$ cat config.mk
export PLATFORM = sky130hd
export DESIGN_NAME = load_store_unit
export DESIGN_NICKNAME = d
export VERILOG_FILES = /design/src/rtl/lsu_pkg.sv /design/src/rtl/lsu_lane_align.sv /design/src/rtl/load_store_unit.sv
export SDC_FILE = /design/constraint.sdc
export NUM_CORES = 1
export LEC_CHECK = 0
export BUFFER_PORTS_ARGS = -buffer_cell sky130_fd_sc_hd__buf_2
export CAP_MARGIN = 20
export CORE_MARGIN = 5
export CORE_UTILIZATION = 52
export DETAILED_ROUTE_END_ITERATION = 10
export HOLD_SLACK_MARGIN = 0.05
export MAX_ROUTING_LAYER = met4
export PLACE_DENSITY = 0.85
export SYNTH_ARGS = -nofsm -noshare
export SYNTH_HDL_FRONTEND = slang
export SYNTH_SLANG_ARGS = --single-unit
$ cat constraint.sdc
create_clock -name clk -period 3.5 [get_ports clk]
set_clock_uncertainty 0.15 [all_clocks]
set_input_delay 0.175 -clock clk [delete_from_list [all_inputs] [get_ports clk]]
set_output_delay 0.175 -clock clk [all_outputs]
set_load 0.005 [all_outputs]
$ cat src/rtl/lsu_pkg.sv
// Shared types and constants for the load/store unit: access sizes, FSM states,
// the bram park address and the alignment rule.
package lsu_pkg;

    typedef enum logic [1:0] {
        SZ_B = 2'd0,
        SZ_H = 2'd1,
        SZ_W = 2'd2
    } size_e;

    typedef enum logic [1:0] {
        IDLE,
        LOAD_WAIT,
        RMW_WR
    } state_e;

    localparam logic [31:0] INVALID_ADDRESS_DEF = 32'hfafafafa;

    // Size 3 is illegal and always reported as an error.
    function automatic logic bad_align(input logic [1:0] size, input logic [1:0] lo);
        case (size)
            SZ_B:    return 1'b0;
            SZ_H:    return lo[0];
            SZ_W:    return |lo;
            default: return 1'b1;
        endcase
    endfunction

endpackage

$ cat src/rtl/lsu_lane_align.sv
// Combinational lane logic: little-endian load extract/extend and sub-word store
// merge into the old bram word.
module lsu_lane_align
    import lsu_pkg::*;
(
    input  logic [1:0]  lane,
    input  logic [1:0]  size,
    input  logic        is_unsigned,
    input  logic [31:0] old_word,
    input  logic [31:0] wdata,
    output logic [31:0] load_data,
    output logic [31:0] merged
);

    logic [4:0]  sh;
    logic [31:0] shifted;
    logic [31:0] mask;

    assign sh = {lane, 3'b000};

    always_comb begin
        shifted   = old_word >> sh;
        load_data = shifted;
        mask      = 32'hffffffff;
        case (size)
            SZ_B: begin
                load_data = {{24{~is_unsigned & shifted[7]}}, shifted[7:0]};
                mask      = 32'h000000ff << sh;
            end
            SZ_H: begin
                load_data = {{16{~is_unsigned & shifted[15]}}, shifted[15:0]};
                mask      = 32'h0000ffff << sh;
            end
            default: ;
        endcase
        merged = (old_word & ~mask) | ((wdata << sh) & mask);
    end

endmodule

$ cat src/rtl/load_store_unit.sv
// Data-side adapter between the memory stage and a word-only, 1-cycle bram.
// Optional LSU_RANGE_CHECK_EN: reject addresses beyond MEM_SIZE words.
module load_store_unit
    import lsu_pkg::*;
#(
    parameter int          MEM_SIZE        = 1024,
    parameter logic [31:0] INVALID_ADDRESS = INVALID_ADDRESS_DEF
) (
    input  logic        clk,
    input  logic        rstn,
    input  logic        req_valid,
    output logic        req_ready,
    input  logic        req_we,
    input  logic [1:0]  req_size,
    input  logic        req_unsigned,
    input  logic [31:0] req_addr,
    input  logic [31:0] req_wdata,
    output logic        resp_valid,
    output logic [31:0] resp_data,
    output logic        resp_err,
    output logic [31:0] mem_read_addr,
    input  logic [31:0] mem_read_data,
    output logic [31:0] mem_write_addr,
    output logic [31:0] mem_write_data,
    output logic        mem_write_enable
);

`ifdef LSU_RANGE_CHECK_EN
    localparam bit RANGE_CHECK = 1'b1;
`else
    localparam bit RANGE_CHECK = 1'b0;
`endif

    state_e      state;
    logic        live;
    logic [29:0] cap_word;
    logic [1:0]  cap_lane;
    logic [1:0]  cap_size;
    logic        cap_uns;
    logic [31:0] cap_wdata;

    logic        accept, out_of_range, err;
    logic        load, word_store, sub_store;
    logic [31:0] aligned, load_data, merged;

    // live keeps req_ready low until the first clock after reset release.
    assign req_ready    = live && (state == IDLE);
    assign accept       = req_valid && req_ready;
    assign aligned      = {req_addr[31:2], 2'b00};
    assign out_of_range = RANGE_CHECK && ({2'b00, req_addr[31:2]} >= 32'(MEM_SIZE));
    assign err          = bad_align(req_size, req_addr[1:0]) || out_of_range;
    assign load         = accept && !err && !req_we;
    assign word_store   = accept && !err && req_we && (req_size == SZ_W);
    assign sub_store    = accept && !err && req_we && (req_size != SZ_W);

    lsu_lane_align u_align (
        .lane       (cap_lane),
        .size       (cap_size),
        .is_unsigned(cap_uns),
        .old_word   (mem_read_data),
        .wdata      (cap_wdata),
        .load_data  (load_data),
        .merged     (merged)
    );

    always_comb begin
        mem_read_addr    = (load || sub_store) ? aligned : INVALID_ADDRESS;
        mem_write_enable = 1'b0;
        mem_write_addr   = INVALID_ADDRESS;
        mem_write_data   = 32'h0;
        if (state == RMW_WR) begin
            mem_write_enable = 1'b1;
            mem_write_addr   = {cap_word, 2'b00};
            mem_write_data   = merged;
        end else if (word_store) begin
            mem_write_enable = 1'b1;
            mem_write_addr   = aligned;
            mem_write_data   = req_wdata;
        end
    end

    always_ff @(posedge clk or negedge rstn) begin
        if (!rstn) begin
            state      <= IDLE;
            live       <= 1'b0;
            resp_valid <= 1'b0;
            resp_data  <= 32'h0;
            resp_err   <= 1'b0;
            cap_word   <= '0;
            cap_lane   <= '0;
            cap_size   <= '0;
            cap_uns    <= 1'b0;
            cap_wdata  <= '0;
        end else begin
            live       <= 1'b1;
            resp_valid <= (accept && err) || word_store || (state != IDLE);
            resp_err   <= accept && err;
            resp_data  <= (state == LOAD_WAIT) ? load_data : 32'h0;
            case (state)
                IDLE: begin
                    if (load)           state <= LOAD_WAIT;
                    else if (sub_store) state <= RMW_WR;
                end
                default: state <= IDLE;
            endcase
            if (accept) begin
                cap_word  <= req_addr[31:2];
                cap_lane  <= req_addr[1:0];
                cap_size  <= req_size;
                cap_uns   <= req_unsigned;
                cap_wdata <= req_wdata;
            end
        end
    end

endmodule

# After elaboration in Yosys (flattened, before gate mapping)
# Cells that the tools add are included.
# W data, S select, Z words.
[totals] inputBits=103 elab_cells=60 output_inout_bits=132 reg_bits=104
[classes] n_shift=4 eq_ne=7 bitwise=7 n_reduce_logical=18 mux=14
[ops] op="$mux W32" n=6
[ops] op="$pmux W32 S2" n=2
[ops] op="$and A32 B32 Y32" n=2
[ops] op="$not A32 Y32" n=1
[ops] op="$or A32 B32 Y32" n=1
[ops] op="$shl A16 B5 Y32 const A" n=1
[ops] op="$shl A32 B5 Y32" n=1
[ops] op="$shl A8 B5 Y32 const A" n=1
[ops] op="$shr A32 B5 Y32" n=1
[ops] op="$logic_and A1 B1 Y1" n=8
[ops] op="$eq A2 B1 Y1 const B" n=3
[ops] op="$logic_not A2 Y1" n=3
[ops] op="$mux W2" n=3
[ops] op="$eq A2 B2 Y1 const B" n=2
[ops] op="$logic_or A1 B1 Y1" n=3
[ops] op="$ne A3 B3 Y1 const B" n=1
[ops] op="$pmux W1 S3" n=1
[ops] op="$and A1 B1 Y1" n=2
[ops] op="$logic_not A1 Y1" n=2
[ops] op="$mux W1" n=2
[ops] op="$ne A2 B2 Y1 const B" n=1
[ops] op="$reduce_bool A2 Y1" n=1
[ops] op="$reduce_or A2 Y1" n=1
[ops] op="$not A1 Y1" n=1

# Longest topological paths before layout
[logic_depth] ltp_word=9 ltp_mapped=7 ltp_nobuf=4

# Cells and area by module
# From an unflattened synthesis, not the netlist that was laid out.
[unflattened] cells_unflattened=704 hier_area_um2=6423.7
[modules_own_cells] module="load_store_unit" cells_each=494 seq_area_each_um2=2602.5 area_each_um2=4690.7 instances=1
[modules_own_cells] module="lsu_lane_align" cells_each=210 seq_area_each_um2=0.0 area_each_um2=1732.9 instances=1

# Least setup slack after synthesis
# No wires, ideal clock.
[synth_timing] kind="register -> output" startpoint="reg cap_lane[0]" endpoint="out mem_write_data[16]" path_buffers=1 path_stages_with_launch=6 t_arrival_ps=1491 slack_ps=1684 cell_sequence="dfrtp_1 buf_2 and2b_1 a211oi_2 a211oi_1 o31ai_1"
[synth_via] elab_chain_len=6
[synth_lines] element="from (decl)" line_no="load_store_unit.sv:37" text="logic [1:0] cap_lane;"
[synth_lines] element="from (signal assigned)" line_no="load_store_unit.sv:108" text="cap_lane <= req_addr[1:0];"
[synth_lines] element="$shl A16 B5 Y32 or $shl A8 B5 Y32 (tied branches)" line_no="lsu_lane_align.sv:32, lsu_lane_align.sv:28"
[synth_lines] element="$pmux W32 S2" line_no="lsu_lane_align.sv:25" text="case (size)"
[synth_lines] element="$not A32 Y32" line_no="lsu_lane_align.sv:36" text="merged = (old_word & ~mask) | ((wdata << sh) & mask);"
[synth_lines] element="$and A32 B32 Y32" line_no="lsu_lane_align.sv:36"
[synth_lines] element="$or A32 B32 Y32 (*)" line_no="lsu_lane_align.sv:36"
[synth_lines] element="$mux W32 (*)" line_no="load_store_unit.sv:71" text="if (state == RMW_WR) begin"
[synth_lines] element="to (decl)" line_no="load_store_unit.sv:24" text="output logic [31:0] mem_write_data,"
# Every way passes the cells marked *; elsewhere a longest branch is shown, timed or not.

# Worst setup path in the final report
[layout_timing] startpoint="reg cap_lane[1]" endpoint="out mem_write_data[16]"
# Same word-level chain as after synthesis.

==> results.json <==
{
  "status": "complete, no violations",
  "rsz0062_at_grt": "false",
  "reg2reg_slack_ps": 880,
  "numPortBuffers": 232,
  "syn_to_final_growth_pct": 39.63,
  "finalPower_mw": 3.404,
  "synthAdderAreaFrac": 0,
  "wire_per_inst_um": 19.26,
  "clock-sinks": 104,
  "r2r-end": "resp_data[17]$_DFF_PN0_",
  "row_count": 39,
  "num-fill-cells": 811,
  "power_leakage_nw": 3.881,
  "critPathMaxStageDelay_ps": 640,
  "cp.required_ps": 3170,
  "hold_violations": 0,
  "multiInputGateArea_um2": 3053,
  "r2r-start": "cap_lane[1]$_DFFE_PN0P_",
  "numCtsBuffers": 9,
  "setup_viol": 0,
  "cts_max_level": 3,
  "path_clk_slew_ps": 70,
  "grt_pass1_vias": 5893,
  "path_cells": "and2b_1 -> a211oi_2 -> a211oi_1 -> o31ai_1 -> buf_2",
  "avgSynthCellArea_um2": 10.09,
  "setup.worst_path.start_class": "register",
  "insertion_delay_ps": 350,
  "dp_cells": 920,
  "placed_cell_area_um2": 7109,
  "crit_type": "reg2out",
  "tightest_slew_ps": 1034,
  "start_util": 0.5246,
  "ir_worst_vdd_v": 0.0004155,
  "firstDrtPassIters": 5,
  "fmax_ghz": 0.3278,
  "relSlewSlack": 0.3078,
  "async_flop_share": 1.000,
  "power_density_nw_per_um2": 412.2,
  "p_int_mw": 2.347,
  "via_per_inst": 5.763,
  "grt-ovfl-total": 0,
  "die_w_um": 116.6,
  "seqPwrFrac": 0.436,
  "ios": 235,
  "grt_max_degree": 84,
  "final_cell_area_um2": 8257,
  "ys_types": 43,
  "drc_errors": 0,
  "drv_slew": 0,
  "coreArea_um2": 11270,
  "seq_area_um2": 2605,
  "finalNonFillerCells": 1018,
  "die_y_um": 116.6,
  "rr_worst_depth": 4,
  "period_needed_ps": 3050,
  "drive_above_1_share": 0.4091,
  "synth-edff-count": 0,
  "setup_tns_ps": 0,
  "synth_top_family_by_area": "multiplexers",
  "grt_pass1_wl_mm": 30.86,
  "hold_class": "in2async",
  "cp_max_fo": 24,
  "synth_cells": 586,
  "cap_violations": 0,
  "critPathBufInv": 1,
  "crit_family": "compound AO/OA/AOI/OAI gates",
  "clkPwrFrac": 0.311,
  "synth_compound_area_frac": 0.1661,
  "ys.flop_type": "dfrtp_1",
  "root_buffer": "clkbuf_16",
  "vias": 5867,
  "post-place-ws_ps": 908.5,
  "final_cell_mix": "buf_2, dfrtp_1, dlygate4sd3_1",
  "hpwl_mm": 13.68,
  "layout_commonest_cell": "buf_2",
  "cp.depth": 5,
  "synth-xor-area-share": 0,
  "wl_mm": 19.60,
  "setup_slack_ps": 449.6,
  "cpMaxStageDelayCell": "dfrtp_2",
  "synth_mux_area_frac": 0.1993,
  "fin_crit_sh": 0.8715,
  "gr-usage-all-layers": 0.2989,
  "initialDrtViolationCount": 475,
  "final_antenna_net_count": 0,
  "yosysWarnings": 0,
  "diodes": 0,
  "worst_setup_path_end_kind": "primary output",
  "ys_seq_area_frac": 0.4401,
  "cts_tree": "yes",
  "dieArea_um2": 13600,
  "post_cts_resized": 0,
  "gp_congestion": 0.9801,
  "pwr-share-comb": 0.253,
  "hold_slack_ps": 49.57,
  "sw_frac_of_total": 0.3105,
  "yosys.area_share.simple": 0.1460,
  "critPathArrivalTime_ps": 2730,
  "p_sw_mw": 1.057,
  "fin_util": 0.7325,
  "ys_ff_latch": 104,
  "clockBufferDepth": 2,
  "syn_area_um2": 5913,
  "antenna_found_initial": 0,
  "final_nets": 973
}
-- registers in the layout (all words and copies together) (netlist names) --
| signal | count |
|---|---|
| cap_wdata | 32 |
| resp_data | 32 |
| cap_word | 30 |
| cap_lane | 2 |
| cap_size | 2 |
| state | 2 |
| cap_uns | 1 |
| live | 1 |
| resp_err | 1 |
| resp_valid | 1 |
-- worst reg2reg max path: stages (launching register included) --
cell and delay (ps):
dfrtp_2 640, mux2i_1 420, mux2i_1 150, o211ai_1 840
o21ai_0 240
-- synth_stat cells, types with 17 or more instances --
library cell | instances | area (µm²)
or2_2 | 25 | 156.4
dfrtp_1 | 104 | 2603
mux2i_1 | 42 | 420.4
a211oi_1 | 38 | 285.3
a21oi_1 | 17 | 85.08
buf_2 | 25 | 125.1
clkbuf_1 | 21 | 78.83
nor2_1 | 41 | 153.9
nand2_1 | 50 | 187.7
o21ai_0 | 39 | 195.2
o22a_1 | 23 | 201.4
nor2b_1 | 17 | 106.4
mux2_2 | 66 | 743.2
-- cells by family after synthesis --
| logic type | Yosys count |
|---|---|
| and+or+nand+nor | 168 |
| AOI/OAI and AO/OA | 142 |
| muxes | 109 |
| DFF | 104 |
| buffers and inverters | 61 |
| other | 2 |
-- metal layers --
metal | share of wire | routed length [µm] | vias up | GRT usage
met3 | 0.074 | 1446 | 78 | 0.03834
met5 | 0 | 0 | - | -
li1 | - | - | 2665 | -
met2 | 0.49 | 9693 | 314 | 0.4775
met1 | 0.39 | 7602 | 2810 | 0.3786
met4 | 0.044 | 860 | 0 | 0.1437
-- worst max path at each step --
stage	start	end	slack, ps
3_3_place_gp	cap_lane[1]$_DFFE_PN0P_	mem_write_data[16]	960
5_1_grt	cap_lane[1]$_DFFE_PN0P_	mem_write_data[16]	310
4_1_cts	cap_lane[1]$_DFFE_PN0P_	mem_write_data[16]	510
2_1_floorplan	cap_lane[0]$_DFFE_PN0P_	mem_write_data[16]	1680
6_report	cap_lane[1]$_DFFE_PN0P_	mem_write_data[16]	450
3_5_place_dp	cap_lane[1]$_DFFE_PN0P_	mem_write_data[16]	910
-- power groups by stage --
stage	logic, mW	registers [mW]	clock network, mW
detailed placement	0.773	1.50	0
finish	0.861	1.48	1.06
floorplan	0.572	1.43	0
global placement	0.745	1.49	0
CTS	0.846	1.48	1.06
global route	0.941	1.51	1.12
-- cell type report --
type,count,area share
Tap cell,143,0.02167
Sequential cell,104,0.3155
Inverter,9,0.004092
Clock buffer,9,0.02728
Multi-Input combinational cell,422,0.3698
Clock inverter,7,0.01015
Timing Repair Buffer,324,0.2516
-- timing repair --
action,in CTS,in global routing
endpoints found under the hold margin,163,0
setup buffers,0,0
hold buffers,81,0
Power figures use the tool's default switching activity.
